## src/rtl/layer_sequencer.sv

```systemverilog
// Purpose: central scheduler for the cached dilated causal conv stack; sequences shift, per-layer conv, cache, output.
// Latency: accept->out_v = 2 + 3*N_LAYERS - 1 cycles plus one per extra WAIT cycle (10 for 3 layers, done on first WAIT cycle).
// Backpressure: sample_ready only in IDLE; sample_v is held by the source until accepted. Per-layer watchdog aborts a stuck layer.
//
// Ports:
//   clk, rst             clock, asynchronous active-high reset
//   sample_v/ready       input sample handshake (accepted in IDLE only)
//   lsb_shift            one-cycle strobe to the left shift buffer
//   conv_start/done      one-hot start strobe per layer / per-layer completion from conv1d
//   cache_shift          one-hot strobe to the activation cache following layer i
//   out_capture, out_v   one-cycle strobes when the final layer has finished
//   busy                 sequencer is not idle
//   timeout_err/err_layer sticky watchdog error and offending layer; cleared by clr_err
//   last_cycles          accept-to-out_v cycle count of the last completed sample (saturating)

module layer_sequencer #(
    parameter int N_LAYERS = 3,
    parameter int TIMEOUT  = 64,
    parameter int CW       = 12
) (
    input  logic                clk,
    input  logic                rst,
    input  logic                sample_v,
    output logic                sample_ready,
    output logic                lsb_shift,
    output logic [N_LAYERS-1:0] conv_start,
    input  logic [N_LAYERS-1:0] conv_done,
    output logic [N_LAYERS-2:0] cache_shift,
    output logic                out_capture,
    output logic                out_v,
    output logic                busy,
    output logic                timeout_err,
    output logic [2:0]          err_layer,
    input  logic                clr_err,
    output logic [CW-1:0]       last_cycles
);
    localparam int LW  = $clog2(N_LAYERS);
    localparam int WDW = (TIMEOUT > 2) ? $clog2(TIMEOUT) : 1;

    localparam logic [LW-1:0]       LAST_LAYER = LW'(N_LAYERS - 1);
    localparam logic [WDW-1:0]      WD_LIMIT   = WDW'(TIMEOUT - 1);
    localparam logic [CW-1:0]       PROF_MAX   = '1;
    localparam logic [N_LAYERS-1:0] START_ONE  = N_LAYERS'(1);
    localparam logic [N_LAYERS-2:0] CACHE_ONE  = (N_LAYERS - 1)'(1);

    typedef enum logic [2:0] {
        ST_IDLE,
        ST_SHIFT,
        ST_START,
        ST_WAIT,
        ST_CACHE,
        ST_OUTPUT
    } state_t;

    state_t         state, state_nxt;
    logic [LW-1:0]  layer, layer_nxt;
    logic [WDW-1:0] wd, wd_nxt;
    logic [CW-1:0]  prof, prof_nxt;
    logic           terr_nxt;
    logic [2:0]     elay_nxt;
    logic [CW-1:0]  last_nxt;

    always_ff @(posedge clk or posedge rst) begin
        if (rst) begin
            state       <= ST_IDLE;
            layer       <= '0;
            wd          <= '0;
            prof        <= '0;
            timeout_err <= 1'b0;
            err_layer   <= '0;
            last_cycles <= '0;
        end else begin
            state       <= state_nxt;
            layer       <= layer_nxt;
            wd          <= wd_nxt;
            prof        <= prof_nxt;
            timeout_err <= terr_nxt;
            err_layer   <= elay_nxt;
            last_cycles <= last_nxt;
        end
    end

    always_comb begin
        state_nxt = state;
        layer_nxt = layer;
        wd_nxt    = wd;
        prof_nxt  = prof;
        terr_nxt  = timeout_err;
        elay_nxt  = err_layer;
        last_nxt  = last_cycles;

        // A clear is overridden below if a timeout fires in the same cycle.
        if (clr_err) begin
            terr_nxt = 1'b0;
            elay_nxt = '0;
        end

        if (state != ST_IDLE && prof != PROF_MAX)
            prof_nxt = prof + 1'b1;

        case (state)
            ST_IDLE: begin
                if (sample_v) begin
                    state_nxt = ST_SHIFT;
                    layer_nxt = '0;
                    prof_nxt  = CW'(1);
                end
            end
            ST_SHIFT: state_nxt = ST_START;
            ST_START: begin
                // conv_done may still show the previous run here, so it is not looked at.
                wd_nxt    = '0;
                state_nxt = ST_WAIT;
            end
            ST_WAIT: begin
                if (conv_done[layer]) begin
                    state_nxt = (layer == LAST_LAYER) ? ST_OUTPUT : ST_CACHE;
                end else if (TIMEOUT != 0 && wd == WD_LIMIT) begin
                    terr_nxt  = 1'b1;
                    elay_nxt  = 3'(layer);
                    state_nxt = ST_IDLE;
                end else begin
                    wd_nxt = wd + 1'b1;
                end
            end
            ST_CACHE: begin
                layer_nxt = layer + 1'b1;
                state_nxt = ST_START;
            end
            ST_OUTPUT: begin
                last_nxt  = prof;
                state_nxt = ST_IDLE;
            end
            default: state_nxt = ST_IDLE;
        endcase
    end

    // Outputs decode from registered state and layer only.
    assign sample_ready = (state == ST_IDLE);
    assign busy         = (state != ST_IDLE);
    assign lsb_shift    = (state == ST_SHIFT);
    assign conv_start   = (state == ST_START) ? (START_ONE << layer) : '0;
    assign cache_shift  = (state == ST_CACHE) ? (CACHE_ONE << layer) : '0;
    assign out_capture  = (state == ST_OUTPUT);
    assign out_v        = (state == ST_OUTPUT);

endmodule

```

## config.mk

```make
export PLATFORM = sky130hd
export DESIGN_NAME = layer_sequencer
export DESIGN_NICKNAME = d
export VERILOG_FILES = /design/src/rtl/layer_sequencer.sv
export SDC_FILE = /design/constraint.sdc
export NUM_CORES = 1
export LEC_CHECK = 0
export CORE_UTILIZATION = 50
export CTS_CLUSTER_SIZE = 12
export DETAILED_ROUTE_END_ITERATION = 16
export PLACE_DENSITY_LB_ADDON = 0.3
export REMOVE_ABC_BUFFERS = 1
export SYNTH_ARGS = -nofsm -noshare
export SYNTH_HDL_FRONTEND = slang
export SYNTH_SLANG_ARGS = --single-unit
```

## constraint.sdc

```tcl
create_clock -name clk -period 5.1 [get_ports clk]
set_clock_uncertainty 0.15 [all_clocks]
set_input_delay 1.02 -clock clk [delete_from_list [all_inputs] [get_ports clk]]
set_output_delay 1.02 -clock clk [all_outputs]
set_load 0.03 [all_outputs]
```

# Word level (Yosys, flattened, before mapping)
# Index checks and enable logic that the tools add are counted.
# totals
wordCells	59
reg_bits	39
# classes
mux	25
reduce_logical	9
n_lt_le_gt_ge	1
n_addsub	3
n_eq_ne	12
shift	2
# op_table
op	count
$mux W12	3
$mux W3	8
$add A12 B1 Y12 const B	1
$mux W6	2
$ne A12 B12 Y1 const B	1
$pmux W3 S4	1
$pmux W6 S2	1
$add A6 B1 Y6 const B	1
$eq A3 B2 Y1 const B	2
$eq A3 B3 Y1 const B	2
$eq A6 B6 Y1 const B	1
$mux W1	6
$ne A2 B2 Y1 const B	3
$mux W2	2
$pmux W2 S2	1
$reduce_and A2 Y1	2
$reduce_bool A2 Y1	2
$eq A3 B1 Y1 const B	1
$logic_not A3 Y1	1
$lt A2 B3 Y1 const B	1
$ne A3 B3 Y1 const B	1
$reduce_and A3 Y1	1
$reduce_bool A3 Y1	1
$shl A1 B2 Y3 const A	1
other kinds (6)	6

# Depth between registers and ports, before layout
# depth
word_depth	5
ltp_mapped	6
depth_no_buf	5

# Worst setup path before layout
# OpenSTA, ideal clock, no wires.
# synth_timing
path_kind	reg-to-output
from	register state[1]
to	output conv_start[0]
path_stages_with_launch	5
n_path_buf	1
setup_slack_ns	2.565
required_time_ns	3.930
arrival_time_ns	1.365
path_cell_list	dfrtp_1 > buf_4 > inv_1 > nor3_1 > and2_1
# synth_between
elab_chain_cells	2
# synth_lines
element	line_no	source
start: declaration	55	state_t state, state_nxt;
start signal: assignment	73	state <= state_nxt;
$eq A3 B2 Y1	142	assign conv_start = (state == ST_START) ? (START_ONE << layer) : '0;
$mux W3	142	
end: declaration	26	output logic [N_LAYERS-1:0] conv_start,
# Every way passes these cells.

# Worst setup path after layout
# layout_timing
from	register state[1]
to	output conv_start[2]
# Same word-level chain as after synthesis.

==> metrics.csv <==
metric,value,unit
placed cells,260,
setup TNS,0,ns
gr ovfl total,0,
worst vdd ir,0.374,mV
layout net count,231,
Gate Count Post-Synth,185,
cell chain of the critical path,"inv_1, nor3_1, and2_1, clkdlybuf4s50_1",
chip width,64.9,µm
top-count cell post-synth,dfrtp_1,
post-DP HPWL,2960,µm
port bufs,32,
leak pwr,0.00106,µW
Inserted Diodes,0,
slowest CP cell,nor3_1,
number of global-route vias before repair,1574,
"top cells by area, synth","dfrtp_1 49%, mux2_2 7.4%, ha_1 3.2%",
Slew @ Worst Pin,0.881,ns
Vias,1603,
Inserted Clock Buffers,5,
area grow syn2layout,24.4,%
adder-cell share of the synthesized area,0.0316,
Synth area leader,dfrtp_1,
final cycle utilization of the critical path,0.731,
"FF+latch count, synth",39,
area of the multi-input gates,932,µm²
Synth Area in XOR/XNOR,0.00442,
Max-cap violations,0,
RSZ-0062 raised after global routing,no,
clk_lat worst skew,0.28,ns
H-tree depth,2,
first drt pass iteration count,4,
Post-synth top flop,dfrtp_1,
Worst setup EP type,output port,
Ports,33,
Compound-Gate Fraction of Synth Area,0.121,
mux contribution to synthesized area,0.104,
Worst Hold Class,reg2reg,
CTS tree,done,
Util after Layout,0.663,
Synth top area share,0.493,
first-pass GRT wire length,7060,µm
post-synthesis cell area,0.00198,mm²
Total Power,1340,µW
final RePlAce weighted congestion,0.815,
CTS Root Cell,clkbuf_8,
status,completed,
GRT Util Overall,0.222,
CP required,3.93,ns
largest net degree at the start of global routing,40,
Cell Rows,22,
Critical Path AT,2.56,ns
minimum clock period,3.73,ns
Synth Warn #,0,
Netlist cell types,49,
routed length per placed instance,15.6,µm
setup violators final,0,
Fmax,268,MHz
WS Path Type,reg2out,
Total Wirelength,4180,µm
pwr/cell area,546,mW/mm²
Initial Utilization,0.533,
Finished Layout Cells,268,
"Seq/Total Area, Yosys",0.493,
layout cells sized above 1,0.123,
Slew Limit Fails,0,
Routed Antenna Nets,0,
Die H,64.9,µm
endpoints failing hold,0,
Worst setup SP type,flip-flop,
Slew HR,0.408,
CP max stage delay,0.73,ns
Mapped Avg Cell Area,10.7,µm²
cts hold-fix bufs,0,
register clock-pin slew on the reported worst setup and hold paths,0.07,ns
vias per cell,5.98,
async set-reset flop share out of synthesis,1.00,
clk sink count,39,
synth cell count leaders,"39 x dfrtp_1, 16 x nand2_1, 13 x mux2_2",
total area of sequential cells,976,µm²
Post-Synth Simple-Gate Area,0.210,
Residual DRC,0,
fill count,290,
"EDFF count, synth",0,
Post-Place Cell Area,0.00233,mm²
number of setup buffers added after CTS,0,
worst-path maximum fanout,9,
Resize count post-CTS,0,
core area,0.00372,mm²
antenna violations before repair,0,
CTS Buffer Depth,2,
largest family of logic cells by synthesized area,simple AND/OR/NAND/NOR gates,
post-route cell area,0.00246,mm²
initial DRC count,47,
DIE AREA,0.00421,mm²
-- critical path: cells and delay by family (launching register included) --
family | cells | cell delay [ns]
and+or+nand+nor | 2 | 0.96
buffers and inverters | 2 | 0.77
DFF | 1 | 0.55
-- layout by cell type, fill, tap and decap left out, types with 2 or more instances in the layout --
master,n
ha_1,5
a211oi_1,2
nand2b_1,4
clkdlybuf4s50_1,32
and2_1,4
and4_1,3
a21oi_1,8
mux2i_1,6
and3_1,4
a41oi_1,3
nor2b_1,3
a31oi_1,3
mux2_2,13
nor2_1,9
inv_1,8
bufinv_16,2
nor4_1,2
nand2_1,16
nand3_1,3
dfrtp_1,39
nor3_1,9
o21ai_0,9
clkbuf_8,5
-- final timing paths --
check                                    start             end  slack [ns]  depth (start not counted)
worst min register to register  last_cycles[1]  last_cycles[1]        0.36                          1
worst min-delay path            last_cycles[1]  last_cycles[1]        0.36                          1
worst max-delay path                  state[1]   conv_start[2]        1.37                          4
worst max register to register        state[2]        prof[11]        3.19                          5
max in group asynchronous                  rst        state[2]        3.47                          3
min in group asynchronous                  rst  last_cycles[0]        1.00                          3
-- layout make-up --
type                            instances  share of cell area
Tap cell                               48              0.0244
Clock buffer                            6              0.0295
Inverter                                9              0.0137
Multi-Input combinational cell        131               0.379
Sequential cell                        39               0.396
Clock inverter                          2              0.0244
Timing Repair Buffer                   33               0.133
-- flip-flops by register name, summed over array words and instances (netlist names) --
register	flops
layer	2
err_layer	3
state	3
timeout_err	1
prof	12
last_cycles	12
wd	6
-- routing by layer --
layer,wire length [µm],share of wire,track usage
met5,0,0,0
met4,49,0.012,0.0806
met3,264,0.063,0.0616
met1,1850,0.44,0.287
met2,2010,0.48,0.353
-- cells by family (layout without fill, tap and decap cells) --
family,count (synthesis),after routing
AND/OR/NAND/NOR,70,70
XOR/XNOR,1,1
flip-flops,39,39
adder cells (fa/ha/maj),5,5
multiplexers,19,19
AO/OA/AOI/OAI,36,36
buffers and inverters,15,50
-- power breakdown --
part / internal [µW] / leakage, µW / total (µW) / switching (µW)
sequential: 392 / 0.000521 / 498 / 105
combinational: 234 / 0.000475 / 548 / 315
clock: 195 / 0.0000654 / 298 / 102
-- stage by stage --
stage	worst slack [ns]	hold WS [ns]
floorplan	2.50	0.317
global placement	1.80	0.337
detailed placement	1.69	0.343
CTS	1.37	0.359
global route	1.15	0.375
finish	1.37	0.356
No activity file was read; power rests on OpenSTA's default activity.
